--- config.mk ---
export PLATFORM = sky130hd
export DESIGN_NAME = serial_subtractor
export DESIGN_NICKNAME = d
export VERILOG_FILES = /design/src/rtl/serial_subtractor_pkg.sv /design/src/rtl/serial_subtractor_full_subtractor.sv /design/src/rtl/serial_subtractor.sv
export SDC_FILE = /design/constraint.sdc
export NUM_CORES = 1
export LEC_CHECK = 0
export ABC_AREA = 1
export CORE_MARGIN = 3
export CORE_UTILIZATION = 50
export DETAILED_ROUTE_END_ITERATION = 6
export PLACE_DENSITY = 0.84
export SYNTH_ARGS = -nofsm -noshare
export SYNTH_HDL_FRONTEND = slang
export SYNTH_SLANG_ARGS = --single-unit
--- constraint.sdc ---
create_clock -name clk -period 1.5 [get_ports clk]
set_clock_uncertainty 0.2 [all_clocks]
set_input_delay 0.15 -clock clk [delete_from_list [all_inputs] [get_ports clk]]
set_output_delay 0.15 -clock clk [all_outputs]
set_load 0.05 [all_outputs]
--- src/rtl/serial_subtractor_pkg.sv ---
// Shared types and sizing helpers for the bit-serial subtractor.
package serial_subtractor_pkg;

  typedef enum logic [1:0] {
    IDLE  = 2'd0,
    SHIFT = 2'd1,
    DONE  = 2'd2
  } state_e;

  localparam int unsigned DEFAULT_WIDTH = 4;

  // Bit-index counter width; never below one bit so the counter stays declarable.
  function automatic int unsigned cnt_width(input int unsigned width);
    int unsigned w;
    w = $clog2(width);
    return (w < 1) ? 1 : w;
  endfunction

endpackage

--- src/rtl/serial_subtractor_full_subtractor.sv ---
// One-bit full-subtractor cell: d = a - b - bi, with borrow-out bo.
module full_subtractor (
  input  logic a,
  input  logic b,
  input  logic bi,
  output logic d,
  output logic bo
);

  logic a_xor_b;

  assign a_xor_b = a ^ b;
  assign d       = a_xor_b ^ bi;
  assign bo      = (~a & b) | (~a_xor_b & bi);

endmodule

--- src/rtl/serial_subtractor.sv ---
// Bit-serial subtractor: {B, D} = x - y - b_in, one bit per clock, LSB first.
module serial_subtractor
  import serial_subtractor_pkg::*;
#(
  parameter int unsigned WIDTH = DEFAULT_WIDTH
) (
  input  logic             clk,
  input  logic             rst_n,
  input  logic             start,
  input  logic [WIDTH-1:0] x,
  input  logic [WIDTH-1:0] y,
  input  logic             b_in,
  output logic             busy,
  output logic             done,
  output logic [WIDTH-1:0] D,
  output logic             B
);

  localparam int unsigned CNT_W = cnt_width(WIDTH);

  state_e state_q, state_d;

  logic [WIDTH-1:0] xr_q, xr_d;
  logic [WIDTH-1:0] yr_q, yr_d;
  logic [WIDTH-1:0] dr_q, dr_d;
  logic             br_q, br_d;
  logic [CNT_W-1:0] cnt_q, cnt_d;
  logic [WIDTH-1:0] diff_q, diff_d;
  logic             bout_q, bout_d;
  logic             busy_q, busy_d;
  logic             done_q, done_d;

  logic             accept;
  logic             last_bit;
  logic             cell_d;
  logic             cell_bo;
  logic [WIDTH-1:0] dr_shifted;

  assign accept   = start && ((state_q == IDLE) || (state_q == DONE));
  assign last_bit = (state_q == SHIFT) && (cnt_q == CNT_W'(WIDTH - 1));

  full_subtractor u_cell (
    .a  (xr_q[0]),
    .b  (yr_q[0]),
    .bi (br_q),
    .d  (cell_d),
    .bo (cell_bo)
  );

  // New difference bit enters at the MSB so the LSB lands at bit 0 after WIDTH shifts.
  assign dr_shifted = (dr_q >> 1) | {cell_d, (WIDTH-1)'(0)};

  // State register
  always_ff @(posedge clk or negedge rst_n) begin
    if (!rst_n) begin
      state_q <= IDLE;
    end else begin
      state_q <= state_d;
    end
  end

  // Next-state logic
  always_comb begin
    state_d = state_q;
    case (state_q)
      IDLE:    if (start) state_d = SHIFT;
      SHIFT:   if (last_bit) state_d = DONE;
      DONE:    state_d = start ? SHIFT : IDLE;
      default: state_d = IDLE;
    endcase
  end

  // Datapath and output next values
  always_comb begin
    xr_d   = xr_q;
    yr_d   = yr_q;
    dr_d   = dr_q;
    br_d   = br_q;
    cnt_d  = cnt_q;
    diff_d = diff_q;
    bout_d = bout_q;
    busy_d = (state_d == SHIFT);
    done_d = (state_d == DONE);

    if (accept) begin
      xr_d  = x;
      yr_d  = y;
      br_d  = b_in;
      dr_d  = '0;
      cnt_d = '0;
    end else if (state_q == SHIFT) begin
      xr_d = xr_q >> 1;
      yr_d = yr_q >> 1;
      dr_d = dr_shifted;
      br_d = cell_bo;
      if (last_bit) begin
        diff_d = dr_shifted;
        bout_d = cell_bo;
      end else begin
        cnt_d = cnt_q + CNT_W'(1);
      end
    end
  end

  // Datapath and output registers
  always_ff @(posedge clk or negedge rst_n) begin
    if (!rst_n) begin
      xr_q   <= '0;
      yr_q   <= '0;
      dr_q   <= '0;
      br_q   <= 1'b0;
      cnt_q  <= '0;
      diff_q <= '0;
      bout_q <= 1'b0;
      busy_q <= 1'b0;
      done_q <= 1'b0;
    end else begin
      xr_q   <= xr_d;
      yr_q   <= yr_d;
      dr_q   <= dr_d;
      br_q   <= br_d;
      cnt_q  <= cnt_d;
      diff_q <= diff_d;
      bout_q <= bout_d;
      busy_q <= busy_d;
      done_q <= done_d;
    end
  end

  assign busy = busy_q;
  assign done = done_q;
  assign D    = diff_q;
  assign B    = bout_q;

endmodule

==> summary.md <==
| Metric | Value |
|---|---|
| Areal power density over the cells | 2240 nW/um^2 |
| Critical Path Start Type | flip-flop |
| Number of H-tree levels | 1 |
| Final Setup Violations | 0 |
| Drt wl/cell | 12.00 um |
| Synth top cells by count | sky130_fd_sc_hd__nand2_1, sky130_fd_sc_hd__dfrtp_1, sky130_fd_sc_hd__inv_1 |
| Largest net degree at the start of global routing | 24 |
| Worst slew margin relative to its limit | 80.17% |
| Post-detailed-route count of antenna-violating nets | 0 |
| Hold Buf Count CTS | 0 |
| Clk Latency, worst-skew pair | 0.30 ns |
| Unrepaired setup endpoints after global routing | false |
| Ratio of cells with drive above 1 in the final layout | 19.72% |
| CP Data Required Time | 1.50 ns |
| Area enclosed by the die boundary | 2677 sq um |
| Number of nets in the layout | 157 |
| Diode count | 0 |
| Post-route setup slack | 0.07631 ns |
| Total CTS buffers | 3 |
| First-pass DRT Iterations | 5 |
| Count of standard-cell rows | 15 |
| Type of the setup path with the least slack | flip-flop to flip-flop |
| Cell accounting for the most synthesized area | sky130_fd_sc_hd__dfrtp_1 |
| Number of buffers on the longest clock path | 2 |
| Overall overflow remaining after global route | 0 |
| Highest attainable clock frequency | 0.7024 GHz |
| Post-CTS Setup Inserts | 0 |
| FF-to-FF End | dr_q[3] |
| Flip-flop and latch count after synthesis | 23 |
| Crit path from | br_q |
| Gate count of the mapped netlist | 118 |
| Root Buffer | sky130_fd_sc_hd__clkbuf_4 |
| Result of the run | completed |
| Sum Neg Setup Slack | 0 ns |
| Maximum VDD drop | 1286 uV |
| Final Hold Vio Count | 0 |
| Nature of the critical path endpoint | flip-flop |
| Drc violations | 0 |
| Synthesized netlist net count | 132 |
| Proportion of synthesized flip-flops having asynchronous set or reset | 100.0% |
| Placer's final routability congestion estimate | 0.8145 |
| Summed instance area of the synthesized netlist | 1046 sq um |
| Cell types with the largest area share after synthesis | sky130_fd_sc_hd__dfrtp_1, sky130_fd_sc_hd__nand2_1, sky130_fd_sc_hd__nand3_1, sky130_fd_sc_hd__inv_1, sky130_fd_sc_hd__o21ai_2 |
| Vias post-DR | 846 |
| Clock tree from TritonCTS | yes |
| Global-route wire length before repair | 3387 um |
| Maximum Capacitance Violations | 0 |
| Global Route met1 Usage | 17.86% |
| Die height | 51.74 um |
| IO Pins | 19 |
| Fin crit period | 1.424 ns |
| Total global-route track usage | 16.69% |
| Worst Path Arrival | 1.42 ns |
| Synth-to-layout area growth | 30.26% |
| Grt met3 use | 1.719% |
| Number of design-rule violations left by the first detailed-router iteration | 18 |
| Most common cell in the netlist | sky130_fd_sc_hd__nand2_1 |
| Effective utilization at floorplan | 56.87% |
| Half-perimeter wire length after placement | 1605 um |
| Detailed-route vias per instance | 5.066 |
| Reg-to-reg slack, setup | 0.08 ns |
| Most congested layer reported by global routing | met2 |
| Die X-Extent | 51.74 um |
| Critical Path Sink | dr_q[3] |
| Clock sink total | 23 |
| Launching point of the worst reg2reg path | br_q |
| Core region area | 1839 sq um |
| Post-placement worst setup slack | 0.007590 ns |
| Detailed Route WL | 2004 um |
| Via count of the first global-routing pass | 857 |
| Post-synth top area share | 55.02% |
| Portion of the post-synthesis area used by sequential elements | 55.02% |
| Mean post-synth cell area | 8.864 sq um |
| Post-CTS Resized | 0 |
| Number of cells on the worst reg-to-reg path | 4 |
| Share of the clock period used by the worst path | 94.91% |
| Total count of max-transition violations in the final report | 0 |
| Post-synth EDFFs | 0 |
| Antenna violations before repair | 0 |
| Clock slew at the register clock pins of the worst setup and hold paths | 0.13 ns |
| Number of warnings issued by yosys | 0 |
| Worst Max-Slew Pin Slew | 0.2971 ns |
| Maximum net fanout on the critical path | 2 |
| Flip-flop cell with the highest count after synthesis | sky130_fd_sc_hd__dfrtp_1 |
| Lkg Pwr | 0.0007241 uW |
| Number of buffers added on ports | 18 |
| Worst min path class | primary input to asynchronous set/reset pin |
| Count of different cell masters after synthesis | 15 |
| Met2 Usage GRT | 34.32% |
==> metrics by stage <==
stage / cell area (sq um) / cells / hold slack (ns) / util (%) / power (uW)
after global routing: 1363 / 167 / 0.02259 / 74.08 / 3274
after CTS: 1363 / 167 / 0.02115 / 74.08 / 3079
after detailed placement: 1335 / 163 / 0.2686 / 72.59 / 2800
after global placement: 1335 / 163 / 0.2592 / 72.59 / 2713
final: 1363 / 167 / 0.001094 / 74.08 / 3052
after floorplan: 1046 / 118 / -0.3456 / - / 2134
==> kinds of logic after synthesis <==
| family | synth area share (%) |
|---|---|
| AND/OR/NAND/NOR | 27.87 |
| AO/OA/AOI/OAI | 4.784 |
| flip-flops | 55.02 |
| buffers and inverters | 9.211 |
| adder cells (fa/ha/maj) | 3.110 |
==> layout by cell type (no fill, tap or decap), drive strengths merged, types with 2 or more instances in the layout <==
cell type      instances
buf                   11
nand2                 49
dfrtp                 23
inv                   19
clkbuf                 3
nor2                   2
nand3                 13
clkdlybuf4s50         11
o21ai                  7
==> worst max-delay path: stages (launching register included) <==
cell and delay, ns:
sky130_fd_sc_hd__dfrtp_1 0.38, sky130_fd_sc_hd__inv_1 0.07, sky130_fd_sc_hd__fa_1 0.50, sky130_fd_sc_hd__nand2_1 0.09
sky130_fd_sc_hd__o21ai_0 0.08
==> how the worst min path moves through the flow <==
stage | start | end | slack [ns]
floorplan | rst_n | B | -0.35
global placement | xr_q[2] | xr_q[2] | 0.26
detailed placement | yr_q[3] | yr_q[3] | 0.27
CTS | rst_n | D[2] | 0.02
global route | rst_n | D[2] | 0.02
finish | rst_n | D[2] | 0.001
==> layout make-up <==
type	count	area [sq um]
Clock buffer	3	22.52
Clock inverter	1	5.005
Fill cell	145	476.7
Inverter	19	73.82
Multi-Input combinational cell	74	374.1
Sequential cell	23	575.6
Tap cell	25	31.28
Timing Repair Buffer	22	280.3
==> state kept, by name, summed over array words and instances (netlist names), 2 cells and up <==
signal   cells
cnt_q        2
yr_q         4
state_q      2
xr_q         4
D            4
dr_q         3
==> where the power goes <==
part,internal (uW),total (uW),switching (uW),leakage (uW)
Combinational,711,1660,951,0.000417
Sequential,898,1110,214,0.000289
Clock,99.4,279,179,0.0000177
==> routing by layer <==
layer	vias to the layer above	wire length, um	part of all wire, %
met5	-	0	0
met4	0	8	0.40
met3	2	71	3.5
met2	23	1126	56
met1	415	797	40
li1	406	-	-
Note: power is estimated with default switching activity, not from simulation.
